--- src/rtl/alu_pkg.sv ---
// Shared ALU definitions: default widths, opcode encodings and sequencer state encoding.
// Imported by the sequencer, its timeout sub-module and the bench.
package alu_pkg;

  localparam int NB_BITS_DEF = 8;
  localparam int NB_OPE_DEF  = 6;

  localparam logic [5:0] OP_ADD = 6'b100000;
  localparam logic [5:0] OP_SUB = 6'b100010;
  localparam logic [5:0] OP_AND = 6'b100100;
  localparam logic [5:0] OP_OR  = 6'b100101;
  localparam logic [5:0] OP_XOR = 6'b100110;
  localparam logic [5:0] OP_NOR = 6'b100111;
  localparam logic [5:0] OP_SRL = 6'b000010;
  localparam logic [5:0] OP_SRA = 6'b000011;

  localparam int ST_W = 3;
  localparam logic [ST_W-1:0] ST_WAIT_A  = 3'd0;
  localparam logic [ST_W-1:0] ST_WAIT_B  = 3'd1;
  localparam logic [ST_W-1:0] ST_WAIT_OP = 3'd2;
  localparam logic [ST_W-1:0] ST_EXEC    = 3'd3;
  localparam logic [ST_W-1:0] ST_SEND    = 3'd4;
  localparam logic [ST_W-1:0] ST_WAIT_TX = 3'd5;

endpackage

--- src/rtl/alu_seq_timeout.sv ---
// Inter-byte idle counter: clears on every received byte, counts while enabled,
// and flags expiry combinationally once the count reaches TIMEOUT_CYCLES-1.
module alu_seq_timeout #(
  parameter int TIMEOUT_CYCLES = 1000000
) (
  input  logic i_clock,
  input  logic i_reset,
  input  logic i_clear,
  input  logic i_count_en,
  output logic o_expire
);

  localparam int CW = $clog2(TIMEOUT_CYCLES + 1);
  localparam logic [CW-1:0] LAST = CW'(TIMEOUT_CYCLES - 1);

  logic [CW-1:0] count;

  always_ff @(posedge i_clock or negedge i_reset) begin
    if (!i_reset) begin
      count <= '0;
    end else if (i_clear || !i_count_en || count == LAST) begin
      count <= '0;
    end else begin
      count <= count + 1'b1;
    end
  end

  assign o_expire = i_count_en && !i_clear && (count == LAST);

endmodule

--- src/rtl/alu_uart_sequencer.sv ---
// Collects A, B, opcode from the UART byte stream onto registered ALU inputs, captures the
// result and hands its low byte to the UART transmitter. Optional idle abort: ALU_SEQ_TIMEOUT_EN.
module alu_uart_sequencer
  import alu_pkg::*;
#(
  parameter int NB_BITS        = NB_BITS_DEF,
  parameter int NB_OPE         = NB_OPE_DEF,
  parameter int TIMEOUT_CYCLES = 1000000
) (
  input  logic               i_clock,
  input  logic               i_reset,
  input  logic [NB_BITS-1:0] i_rx_data,
  input  logic               i_rx_done,
  input  logic [NB_BITS:0]   i_alu_result,
  output logic [NB_BITS-1:0] o_alu_a,
  output logic [NB_BITS-1:0] o_alu_b,
  output logic [NB_OPE-1:0]  o_alu_op,
  output logic [NB_BITS-1:0] o_tx_data,
  output logic               o_tx_start,
  input  logic               i_tx_done,
  output logic               o_carry,
  output logic               o_busy,
  output logic               o_drop
);

  if (TIMEOUT_CYCLES < 2) begin : g_bad_timeout
    $fatal(1, "TIMEOUT_CYCLES must be at least 2");
  end

  logic [ST_W-1:0] state;
  logic            timeout_expire;
  logic            collecting;

  assign collecting = (state == ST_WAIT_B) || (state == ST_WAIT_OP);
  assign o_busy     = (state == ST_EXEC) || (state == ST_SEND) || (state == ST_WAIT_TX);

`ifdef ALU_SEQ_TIMEOUT_EN
  alu_seq_timeout #(
    .TIMEOUT_CYCLES(TIMEOUT_CYCLES)
  ) u_timeout (
    .i_clock    (i_clock),
    .i_reset    (i_reset),
    .i_clear    (i_rx_done),
    .i_count_en (collecting),
    .o_expire   (timeout_expire)
  );
`else
  assign timeout_expire = 1'b0;
`endif

  always_ff @(posedge i_clock or negedge i_reset) begin
    if (!i_reset) begin
      state      <= ST_WAIT_A;
      o_alu_a    <= '0;
      o_alu_b    <= '0;
      o_alu_op   <= '0;
      o_tx_data  <= '0;
      o_tx_start <= 1'b0;
      o_carry    <= 1'b0;
      o_drop     <= 1'b0;
    end else begin
      o_tx_start <= 1'b0;
      o_drop     <= i_rx_done && o_busy;
      case (state)
        ST_WAIT_A: begin
          if (i_rx_done) begin
            o_alu_a <= i_rx_data;
            state   <= ST_WAIT_B;
          end
        end
        ST_WAIT_B: begin
          if (i_rx_done) begin
            o_alu_b <= i_rx_data;
            state   <= ST_WAIT_OP;
          end else if (timeout_expire) begin
            state <= ST_WAIT_A;
          end
        end
        ST_WAIT_OP: begin
          if (i_rx_done) begin
            o_alu_op <= i_rx_data[NB_OPE-1:0];
            state    <= ST_EXEC;
          end else if (timeout_expire) begin
            state <= ST_WAIT_A;
          end
        end
        // ALU inputs settled one cycle ago; start pulse is registered so it lands in SEND.
        ST_EXEC: begin
          o_tx_data  <= i_alu_result[NB_BITS-1:0];
          o_carry    <= i_alu_result[NB_BITS];
          o_tx_start <= 1'b1;
          state      <= ST_SEND;
        end
        ST_SEND: begin
          state <= ST_WAIT_TX;
        end
        ST_WAIT_TX: begin
          if (i_tx_done) begin
            state <= ST_WAIT_A;
          end
        end
        default: begin
          state <= ST_WAIT_A;
        end
      endcase
    end
  end

endmodule
--- config.mk ---
export PLATFORM = sky130hd
export DESIGN_NAME = alu_uart_sequencer
export DESIGN_NICKNAME = d
export VERILOG_FILES = /design/src/rtl/alu_pkg.sv /design/src/rtl/alu_seq_timeout.sv /design/src/rtl/alu_uart_sequencer.sv
export SDC_FILE = /design/constraint.sdc
export NUM_CORES = 1
export LEC_CHECK = 0
export CAP_MARGIN = 10
export CORE_ASPECT_RATIO = 0.6
export CORE_UTILIZATION = 46
export DETAILED_ROUTE_END_ITERATION = 12
export GPL_TIMING_DRIVEN = 0
export PLACE_DENSITY = 0.84
export SETUP_SLACK_MARGIN = 0.15
export SYNTH_ARGS = -nofsm -noshare
export SYNTH_HDL_FRONTEND = slang
export SYNTH_SLANG_ARGS = --single-unit
--- constraint.sdc ---
create_clock -name i_clock -period 2.4 [get_ports i_clock]
set_clock_uncertainty 0.05 [all_clocks]
set_input_delay 0.6 -clock i_clock [delete_from_list [all_inputs] [get_ports i_clock]]
set_output_delay 0.6 -clock i_clock [all_outputs]
set_load 0.02 [all_outputs]
After elaboration in Yosys (flattened, before gate mapping)
Cells that the tools add are included.
{"block": "totals", "ff_bits": 36, "output_inout_bits": 34}
{"block": "classes", "mux": 6, "n_eq_ne": 9, "n_reduce_logical": 8}
{"operator": "$pmux W3 S6", "count": 1}
{"operator": "$mux W3", "count": 4}
{"operator": "$ne A2 B2 Y1 const B", "count": 4}
{"operator": "$eq A3 B2 Y1 const B", "count": 2}
{"operator": "$eq A3 B3 Y1 const B", "count": 2}
{"operator": "$reduce_and A2 Y1", "count": 3}
{"operator": "$reduce_and A4 Y1", "count": 1}
{"operator": "$eq A3 B1 Y1 const B", "count": 1}
{"operator": "$logic_not A3 Y1", "count": 1}
{"operator": "$logic_or A1 B1 Y1", "count": 2}
{"operator": "$logic_and A1 B1 Y1", "count": 1}
{"operator": "$mux W1", "count": 1}

Longest topological paths before layout
Gate-level depths: netlist (run 1).
{"block": "depth", "depth_word": 4, "depth_mapped": 4, "mapped_depth_nobuf": 2}

Worst setup path before layout (run 1)
OpenSTA, ideal clock, no wires.
{"block": "synth_path", "path_type": "register -> output", "from": "register state[2]", "to": "output port o_busy", "stages_incl_launch_ff": 4, "t_arrival_ns": 1.040, "path_slack_ns": 0.710, "n_path_buf": 1, "path_cell_list": "dfrtp_1 nand3b_1 buf_2 nand2_1"}
{"block": "synth_via", "elab_chain_cells": 3, "elab_cells_between_ends": 5, "classes_between": "eq/ne (3); reduce/logical (2)"}
{"element": "start, declared", "line_no": "alu_uart_sequencer.sv:30", "source": "logic [ST_W-1:0] state;"}
{"element": "start signal, assigned", "line_no": "alu_uart_sequencer.sv:53", "source": "state <= ST_WAIT_A;"}
{"element": "start signal, assigned", "line_no": "alu_uart_sequencer.sv:68", "source": "state <= ST_WAIT_B;"}
{"element": "start signal, assigned", "line_no": "alu_uart_sequencer.sv:74", "source": "state <= ST_WAIT_OP;"}
{"element": "$eq A3 B2 Y1 / $eq A3 B3 Y1 (equally long branches)", "line_no": "alu_uart_sequencer.sv:35", "source": "assign o_busy = (state == ST_EXEC) || (state == ST_SEND) || (state == ST_WAIT_TX);"}
{"element": "$logic_or A1 B1 Y1", "line_no": "alu_uart_sequencer.sv:35"}
{"element": "$logic_or A1 B1 Y1 *", "line_no": "alu_uart_sequencer.sv:35"}
{"element": "end, declared", "line_no": "alu_uart_sequencer.sv:22", "source": "output logic o_busy,"}
Mark *: on every way between the ends. The rest lies on a longest branch, timed or not.

Worst setup path after layout (run 1)
Ends and elaborated chain as after synthesis.

==> results of run 1 <==
power by group:
part	total, mW	internal (mW)	switching [mW]
registers	1.09	0.913	0.173
clock network	0.438	0.229	0.209
logic	1.54	0.838	0.703
total	3.07	1.98	1.09
state kept, by name, indices dropped and copies added, names as in the netlist:
signal and cells:
o_alu_b 8, o_alu_op 6, o_tx_start 1, o_carry 1, state 3, o_tx_data 8, o_alu_a 8, o_drop 1
timing repair:
item                       CTS  global route
setup endpoints to repair    1             1
resized for setup            2             3
pin swaps                    0             0
buffers inserted             1             0
final timing paths:
| kind | startpoint | end | slack (ns) | depth (start not counted) |
|---|---|---|---|---|
| worst max-delay path | state[2]$_DFFE_PN0P_ | o_busy | 0.31 | 4 |
| worst min-delay path | i_reset | state[2]$_DFFE_PN0P_ | 0.33 | 1 |
| worst max register to register | state[0]$_DFFE_PN0P_ | o_alu_a[1]$_DFFE_PN0P_ | 0.67 | 3 |
| worst min register to register | o_alu_a[5]$_DFFE_PN0P_ | o_alu_a[5]$_DFFE_PN0P_ | 0.43 | 1 |
| max in group asynchronous | i_reset | state[2]$_DFFE_PN0P_ | 1.44 | 1 |
| min in group i_clock | o_alu_a[5]$_DFFE_PN0P_ | o_alu_a[5]$_DFFE_PN0P_ | 0.43 | 1 |
stage by stage:
step	std cells	setup WS (ns)	TNS (ns)	cell area, um^2
after detailed placement	183	0.0376	0	1990
after CTS	192	0.165	0	2090
after global placement	183	-0.0423	-1.48	1990
final	192	0.310	0	2090
after global routing	192	0.241	0	2090
after floorplan	87	0.710	0	1400
per-layer routing:
layer / up-vias / global-route usage [%]
met4: 0 / 9.41
met2: 27 / 28.9
met1: 462 / 25.3
met3: 5 / 6.47
li1: 431 / -
met5: - / 0
cell type report:
type	instances	area, um^2
fill	191	786
clock inverter	2	10.0
clock buffer	6	82.6
timing repair buffer	55	538
tap	42	52.6
inverter	1	3.75
sequential	36	902
multi-input combinational	46	474
buffer	4	22.5
kinds of logic (layout without fill, tap and decap cells):
logic type	after synthesis	in the layout	share of synthesized area, %
DFF	36	36	64.4
muxes	31	31	25.0
and+or+nand+nor	11	11	7.16
buffers and inverters	5	68	1.70
AOI/OAI and AO/OA	4	4	1.79
worst max-delay path, delay by kind of cell, from the launching register on:
| kind | cells | cell delay [ns] |
|---|---|---|
| AND/OR/NAND/NOR | 2 | 0.29 |
| flip-flops | 1 | 0.47 |
| buffers and inverters | 2 | 0.38 |
layout by cell type (no fill, tap or decap):
cell	instances
nor4bb_1	2
clkbuf_4	1
mux2_1	4
buf_2	4
clkbuf_8	6
o211ai_1	1
inv_1	1
buf_4	1
and2_1	1
nor4b_4	1
nand3b_1	2
dfrtp_2	1
nand2b_1	2
a21boi_0	1
dfrtp_1	35
o21ai_0	1
or3b_2	1
clkbuf_2	1
or4b_2	1
clkdlybuf4s50_1	52
mux2_2	27
nand2_1	1
a21oi_1	1
clkinv_2	2
==> impl_metrics.py, run 1 <==
metrics = {
    "global_routing": {
        "grt_util_all_layers_pct": 19.2,
        "grt_overflow": 0,
        "antenna_found_initial": 0,
        "grt_pass1_wl_um": 4400,
        "grt_pass1_vias": 905,
        "grt_max_degree": 37,
    },
    "logic_synthesis": {
        "ys_seq_area_share_pct": 64.4,
        "yosysTopAreaCell": "dfrtp_1",
        "synth_cell_types": 17,
        "synth_top_area_share_pct": 64.4,
        "synth.area.top_cells": "dfrtp_1, mux2_2, mux2_1",
        "syn_area_per_cell_um2": 16.1,
        "syn_area_um2": 1400,
        "synth.top_cells.by_count": "dfrtp_1, mux2_2, buf_2, mux2_1",
        "ys_ff_latch": 36,
        "yosys_warnings": 0,
        "synth-async-reset-ratio_pct": 100,
        "synth_edf_count": 0,
        "synth_nets": 108,
        "syn_inst": 87,
        "yosysMostFrequentCell": "dfrtp_1",
        "synth_top_flop_cell": "dfrtp_1",
    },
    "placed_design": {
        "place_congestion": 0.682,
        "port_buffers": 54,
        "post-dp-hpwl_um": 2040,
    },
    "floorplan": {
        "die-height_um": 44.7,
        "core-area_um2": 2870,
        "start_util_pct": 48.7,
        "num_rows": 15,
        "io_pins": 55,
        "die_area_um2": 3270,
        "die-width_um": 73.2,
    },
    "pwr": {
        "total_power_mw": 3.07,
        "p_per_area_nw_per_um2": 1470,
        "ir_drop_uv": 681,
        "cellLeakagePower_nw": 0.888,
    },
    "critical_path": {
        "path_class": "flip-flop to primary output",
        "path_max_fanout": 10,
        "critical-path-slowest-cell": "dfrtp_2",
        "crit_chain": "nand3b_1 -> clkbuf_4 -> nand2_1 -> clkbuf_2",
        "crit_arrival_ns": 1.44,
        "cp_slowest_stage_delay_ns": 0.47,
        "cp.required_ns": 1.75,
        "cp-end-kind": "primary output",
        "startpoint_type": "flip-flop",
    },
    "min_path": {
        "min_path_type": "primary input to async pin",
    },
    "route": {
        "routed.top_layer": "met4",
        "drtPass1Iterations": 5,
        "drt-total-wl_um": 2850,
        "wire_per_inst_um": 14.8,
        "drt_iter0_drc": 41,
        "route.met3.wl_um": 147,
        "detail-route-antenna-nets": 0,
        "routed-wl-met2_um": 1350,
        "viasPerCell": 4.82,
        "wl_met1_um": 1310,
        "route.detailed.drc": 0,
        "vias": 925,
    },
    "clock_tree": {
        "cts_max_path_buffers": 2,
        "hold_buffers": 0,
        "clock-sinks": 36,
        "h-tree-depth": 2,
        "path_clk_slew_ns": 0.07,
        "cts_tree": "yes",
        "clockRootBuffer": "clkbuf_8",
        "clock_latency_ns": 0.29,
        "cts_buffers": 5,
    },
    "sta": {
        "fin_crit_sh_pct": 87.1,
        "rsz0062_at_grt": "no",
        "drv_slew": 0,
        "fmax_mhz": 478,
        "setup_viol": 0,
        "slew-limit-headroom_pct": 48.6,
        "tightest_slew_ns": 0.772,
        "hold_slack_ns": 0.334,
        "hold_violations": 0,
        "fin_crit_ns": 2.09,
    },
    "final_layout": {
        "nNetsFinal": 170,
        "antenna_cells": 0,
        "final_util_pct": 72.6,
        "drive_gt1_share_pct": 30.7,
        "area_growth_pct": 49.1,
    },
    "run_status": {
        "status": "finished clean",
    },
    "job": {
        "cap_violations": 0,
    },
}
(Power assumes the default switching activity.)
==> run 2: changes to the inputs <==
--- a/config.mk
+++ b/config.mk
@@ -7,6 +7,7 @@
 export LEC_CHECK = 0
 export CAP_MARGIN = 10
 export CORE_ASPECT_RATIO = 0.6
+export CORE_MARGIN = 3
 export CORE_UTILIZATION = 46
 export DETAILED_ROUTE_END_ITERATION = 12
 export GPL_TIMING_DRIVEN = 0
==> run 2 against run 1 <==
- final area fell by 0.24%
- register-to-register slack improved by 0.02 ns
- maximum frequency rose by 0.16%
- critical path type is now primary input to flip-flop
- clock power barely moved
- highest routed layer is now met3
- worst setup slack improved by 0.0034 ns
- via count fell by 0.22%
- largest cell class unchanged
- sequential share of layout area rose by 0.10 points
- first-iteration DRC count rose by 83%
- critical path depth did not move
==> impl_metrics.py, run 2 (synthesis gave the netlist of run 1 again) <==
metrics = {
    "route": {
        "detail-route-antenna-nets": 0,
        "viasPerCell": 4.86,
        "wire_per_inst_um": 15.9,
        "drt_iter0_drc": 75,
        "vias": 923,
        "route.detailed.drc": 0,
        "drtPass1Iterations": 4,
        "drt-total-wl_um": 3020,
    },
    "critical_path": {
        "cp-end-kind": "flip-flop",
        "startpoint_type": "primary input",
        "crit_chain": "clkdlybuf4s50_1 -> nor4bb_1 -> buf_2 -> mux2_2",
        "path_max_fanout": 8,
        "cp.required_ns": 2.52,
        "worstReg2RegStart": "state[0]$_DFFE_PN0P_",
        "crit_family": "buffers and inverters",
        "regToRegEndpoint": "o_alu_a[1]$_DFFE_PN0P_",
        "crit_arrival_ns": 2.21,
        "cp_slowest_stage_delay_ns": 0.59,
        "path_buf_inv": 2,
        "path_class": "primary input to flip-flop",
        "reg2reg_depth": 3,
        "critical-path-slowest-cell": "clkdlybuf4s50_1",
        "rrSetupSlack_ns": 0.69,
    },
    "global_routing": {
        "grt_util_all_layers_pct": 18.5,
        "met1_usage_pct": 22.8,
        "grt_pass1_wl_um": 5350,
        "antenna_found_initial": 0,
        "grt_overflow": 0,
        "busiest_layer": "met2",
        "grt_use_met3_pct": 7.78,
        "grt_max_degree": 37,
        "globalRouteMet2Util_pct": 30.4,
        "grt_pass1_vias": 1052,
    },
    "final_layout": {
        "nNetsFinal": 170,
        "top_regs": "o_alu_a x8, o_alu_b x8, o_tx_data x8",
        "final_common_cell": "clkdlybuf4s50_1",
        "antenna_cells": 0,
        "final_cell_mix": "clkdlybuf4s50_1, dfrtp_1, mux2_2",
        "drive_gt1_share_pct": 29.3,
        "area_growth_pct": 48.7,
        "nFillCells": 177,
        "fin_area_um2": 2080,
        "final_cell_count_no_fill": 190,
    },
    "sta": {
        "tightest_slew_ns": 0.764,
        "fin_ws_ns": 0.313,
        "rsz0062_at_grt": "no",
        "fin_crit_sh_pct": 86.9,
        "fin_crit_ns": 2.09,
        "setup_viol": 0,
        "drv_slew": 0,
        "hold_violations": 0,
        "slew-limit-headroom_pct": 49.1,
        "fmax_mhz": 479,
        "fin_tns_setup_ns": 0,
    },
    "clock_tree": {
        "path_clk_slew_ns": 0.07,
        "h-tree-depth": 2,
        "clock_latency_ns": 0.28,
        "clockRootBuffer": "clkbuf_8",
        "cts_max_path_buffers": 2,
        "hold_buffers": 0,
        "cts_tree": "yes",
        "clock-sinks": 36,
        "cts_buffers": 5,
    },
    "placed_design": {
        "place_congestion": 0.736,
        "pre_cts_slack_ns": 0.0529,
        "dp_cells": 181,
        "port_buffers": 54,
        "placed_area_um2": 1980,
    },
    "run_status": {
        "status": "finished clean",
    },
    "floorplan": {
        "start_util_pct": 51.9,
        "core-area_um2": 2700,
        "die-height_um": 48.7,
        "die_area_um2": 3760,
        "num_rows": 14,
        "die-width_um": 77.2,
        "io_pins": 55,
    },
    "job": {
        "cap_violations": 0,
    },
    "min_path": {
        "min_path_type": "primary input to async pin",
    },
    "pwr": {
        "ir_drop_uv": 922,
        "cellLeakagePower_nw": 0.882,
        "p_per_area_nw_per_um2": 1480,
    },
}
[run 2: power by group]
| group | leakage (nW) | internal, mW | switching (mW) |
|---|---|---|---|
| Combinational | 0.407 | 0.838 | 0.713 |
| Clock | 0.0455 | 0.234 | 0.202 |
| Sequential | 0.429 | 0.914 | 0.178 |
[run 2: timing repair]
item | in CTS | in global routing
pin swaps | 0 | 0
endpoints found under the setup margin | 1 | 1
resized for setup | 1 | 4
buffers inserted | 1 | 0
[run 2: per-stage QoR]
| step | hold WS, ns | utilization [%] | power (mW) |
|---|---|---|---|
| after CTS | 0.358 | 77.1 | 3.11 |
| after detailed placement | 0.429 | 73.6 | 2.66 |
| after global routing | 0.393 | 77.1 | 3.27 |
| after global placement | 0.416 | 73.7 | 2.61 |
| final | 0.336 | 77.1 | 3.08 |
| after floorplan | 0.254 | - | 1.91 |
[run 2: per-layer routing]
metal / vias to the layer above / wire length, um
li1: 434 / -
met1: 467 / 1310
met2: 22 / 1530
met3: 0 / 176
met4: 0 / 0
met5: - / 0
[run 2: worst max-delay path by stage]
stage / start / endpoint / depth (start not counted)
final: i_rx_done / o_alu_b[6]$_DFFE_PN0P_ / 4
after detailed placement: i_rx_done / o_alu_a[1]$_DFFE_PN0P_ / 3
after floorplan: state[2]$_DFFE_PN0P_ / o_busy / 3
after global placement: i_reset / o_tx_data[0]$_DFFE_PN0P_ / 1
after global routing: state[2]$_DFFE_PN0P_ / o_busy / 4
after CTS: state[2]$_DFFE_PN0P_ / o_busy / 4
[run 2: area by class of cell]
| class | instances | area, um^2 | share of cell area (%) |
|---|---|---|---|
| repair buffers | 55 | 538 | 25.9 |
| well taps | 40 | 50.0 | 2.41 |
| multi-input cells | 46 | 474 | 22.8 |
| inverters | 1 | 3.75 | 0.180 |
| plain buffers | 4 | 22.5 | 1.08 |
| clock buffers | 8 | 90.1 | 4.33 |
| flip-flops and latches | 36 | 902 | 43.4 |
==> run 3: changes to the inputs <==
--- a/config.mk
+++ b/config.mk
@@ -5,14 +5,16 @@
 export SDC_FILE = /design/constraint.sdc
 export NUM_CORES = 1
 export LEC_CHECK = 0
+export ABC_AREA = 1
 export CAP_MARGIN = 10
 export CORE_ASPECT_RATIO = 0.6
 export CORE_MARGIN = 3
-export CORE_UTILIZATION = 46
+export CORE_UTILIZATION = 48
 export DETAILED_ROUTE_END_ITERATION = 12
 export GPL_TIMING_DRIVEN = 0
 export PLACE_DENSITY = 0.84
 export SETUP_SLACK_MARGIN = 0.15
 export SYNTH_ARGS = -nofsm -noshare
 export SYNTH_HDL_FRONTEND = slang
+export SYNTH_HIERARCHICAL = 1
 export SYNTH_SLANG_ARGS = --single-unit
==> run 3 against run 2 <==
- register-to-register slack better by 0.37 ns
- critical endpoint is now o_busy
- clock power is 1% higher
- power grew 3.4%
- core utilization down 1.8 points
- critical path depth is 2 higher
==> impl_metrics.py, run 3 <==
metrics = {
    "pwr": {
        "p_int_mw": 1.87,
        "ir_drop_uv": 845,
        "switching_share_pct": 41.2,
        "cellLeakagePower_nw": 1.11,
        "switchingPower_mw": 1.31,
        "p_per_area_nw_per_um2": 1410,
        "p_comb_share_pct": 52.9,
        "total_power_mw": 3.18,
        "pwr-share-seq_pct": 33.2,
        "clkPwrFrac_pct": 13.9,
    },
    "sta": {
        "setup_viol": 0,
        "rsz0062_at_grt": "no",
        "fin_ws_ns": 0.350,
        "drv_slew": 0,
        "tightest_slew_ns": 0.783,
        "fin_crit_sh_pct": 85.4,
        "fmax_mhz": 488,
        "hold_violations": 0,
        "slew-limit-headroom_pct": 47.8,
        "fin_crit_ns": 2.05,
    },
    "floorplan": {
        "core-area_um2": 3000,
        "die_area_um2": 4020,
        "num_rows": 15,
        "die-height_um": 50.3,
        "start_util_pct": 52.4,
        "die-width_um": 79.9,
        "io_pins": 55,
    },
    "route": {
        "vias": 1288,
        "drtPass1Iterations": 5,
        "drt_iter0_drc": 58,
        "viasPerCell": 4.86,
        "route.detailed.drc": 0,
        "wire_per_inst_um": 14.8,
        "detail-route-antenna-nets": 0,
        "drt-total-wl_um": 3920,
    },
    "logic_synthesis": {
        "syn_inst": 160,
        "synth_mux_area_share_pct": 0,
        "synthAdderAreaFrac_pct": 0,
        "yosysMostFrequentCell": "nand2_1",
        "yosysTopAreaCell": "dfrtp_1",
        "synth_xor_area_share_pct": 0,
        "yosys_warnings": 6,
        "synth_cell_types": 19,
        "synth.top_cells.by_count": "nand2_1, dfrtp_1, o21ai_2",
        "synth_compound_area_share_pct": 9.55,
        "synth_top_family_by_area": "simple AND/OR/NAND/NOR gates",
        "synth_nets": 181,
        "synth_top_flop_cell": "dfrtp_1",
        "syn_area_um2": 1570,
        "syn_area_per_cell_um2": 9.83,
        "yosys.area_share.simple_pct": 26.0,
        "ys_seq_area_share_pct": 57.3,
        "synth_top_area_share_pct": 57.3,
        "synth.area.top_cells": "dfrtp_1, nand2_1, o21ai_2",
        "synth_edf_count": 0,
        "synth-async-reset-ratio_pct": 100,
        "ys_ff_latch": 36,
    },
    "global_routing": {
        "grt_pass1_vias": 1303,
        "grt_pass1_wl_um": 6570,
        "grt_max_degree": 37,
        "grt_util_all_layers_pct": 21.4,
        "antenna_found_initial": 0,
        "grt_overflow": 0,
    },
    "run_status": {
        "status": "finished clean",
    },
    "clock_tree": {
        "hold_buffers": 0,
        "clock-sinks": 36,
        "cts_buffers": 5,
        "cts_max_path_buffers": 2,
        "cts_tree": "yes",
        "clock_latency_ns": 0.28,
        "clockRootBuffer": "clkbuf_8",
        "h-tree-depth": 2,
        "path_clk_slew_ns": 0.07,
    },
    "critical_path": {
        "cp_slowest_stage_delay_ns": 0.37,
        "critical-path-slowest-cell": "dfrtp_1",
        "cp_common_cell": "nand2_1",
        "reg2reg_depth": 6,
        "path_class": "flip-flop to primary output",
        "cp.required_ns": 1.75,
        "cp-end-kind": "primary output",
        "path_max_fanout": 8,
        "startpoint_type": "flip-flop",
        "crit_chain": "buf_4 -> nand2_1 -> nand2_1 -> o21ai_1 -> inv_1 -> dlygate4sd2_1",
        "crit_arrival_ns": 1.40,
    },
    "final_layout": {
        "antenna_cells": 0,
        "top_regs": "o_alu_a x8, o_alu_b x8, o_tx_data x8",
        "final_util_pct": 75.3,
        "nNetsFinal": 243,
        "final_common_cell": "nand2_1",
        "drive_gt1_share_pct": 21.1,
        "area_growth_pct": 43.8,
        "final_cell_mix": "nand2_1, clkdlybuf4s50_1, dfrtp_1",
    },
    "placed_design": {
        "post-dp-hpwl_um": 2880,
        "pre_cts_slack_ns": 0.295,
        "port_buffers": 54,
        "place_congestion": 0.765,
    },
    "job": {
        "cap_violations": 0,
    },
    "min_path": {
        "min_path_type": "primary input to async pin",
    },
}
-- run 3: per-stage QoR --
stage | instances | TNS (ns) | area, um^2 | hold WS, ns
floorplan | 160 | 0 | 1570 | 0.254
global placement | 256 | -0.290 | 2170 | 0.409
detailed placement | 256 | 0 | 2160 | 0.418
CTS | 265 | 0 | 2260 | 0.373
global route | 265 | 0 | 2260 | 0.412
finish | 265 | 0 | 2260 | 0.351
-- run 3: final timing paths --
path,from,end,slack [ns]
worst max-delay path,state[0]$_DFFE_PN0P_,o_busy,0.35
worst min-delay path,i_reset,o_alu_a[7]$_DFFE_PN0P_,0.35
worst max register to register,state[1]$_DFFE_PN0P_,o_alu_b[5]$_DFFE_PN0P_,1.06
worst min register to register,o_alu_a[7]$_DFFE_PN0P_,o_alu_a[7]$_DFFE_PN0P_,0.43
max in group asynchronous,i_reset,state[1]$_DFFE_PN0P_,1.42
min in group i_clock,o_alu_a[7]$_DFFE_PN0P_,o_alu_a[7]$_DFFE_PN0P_,0.43
-- run 3: layout make-up --
class                           instances  area, um^2
Sequential cell                        36         902
Buffer                                  4        50.0
Multi-Input combinational cell        105         559
Clock buffer                            7        86.3
Tap cell                               42        52.6
Clock inverter                          1        7.51
Inverter                               15        62.6
Timing Repair Buffer                   55         542
Fill cell                             196         741
-- run 3: repair_timing --
item | in CTS | in global routing
hold endpoints to repair | 0 | 0
setup endpoints to repair | 1 | 0
resized for setup | 2 | 0
buffers inserted | 1 | 0
-- run 3: power by group through the flow --
stage / Clock, mW / Combinational, mW / Sequential, mW
after floorplan: 0 / 0.625 / 1.37
after global placement: 0 / 1.61 / 1.06
after detailed placement: 0 / 1.66 / 1.08
after CTS: 0.447 / 1.70 / 1.05
after global routing: 0.481 / 1.80 / 1.09
final: 0.442 / 1.68 / 1.06
-- run 3: layer usage --
metal | wire length [um] | vias up | track usage (%)
li1 | - | 617 | -
met1 | 1700 | 630 | 28.5
met2 | 2000 | 37 | 36.4
met3 | 200 | 4 | 4.84
met4 | 23 | 0 | 3.65
met5 | 0 | - | 0
-- run 3: logic make-up after synthesis --
| logic type | after synthesis |
|---|---|
| and+or+nand+nor | 87 |
| DFF | 36 |
| buffers and inverters | 19 |
| AOI/OAI and AO/OA | 18 |
-- run 3: critical path: cells and delay by family, from the launching register on --
kind / cells / cell delay [ns]
compound gates: 1 / 0.09
flops: 1 / 0.37
simple gates: 2 / 0.13
buf+inv: 3 / 0.53
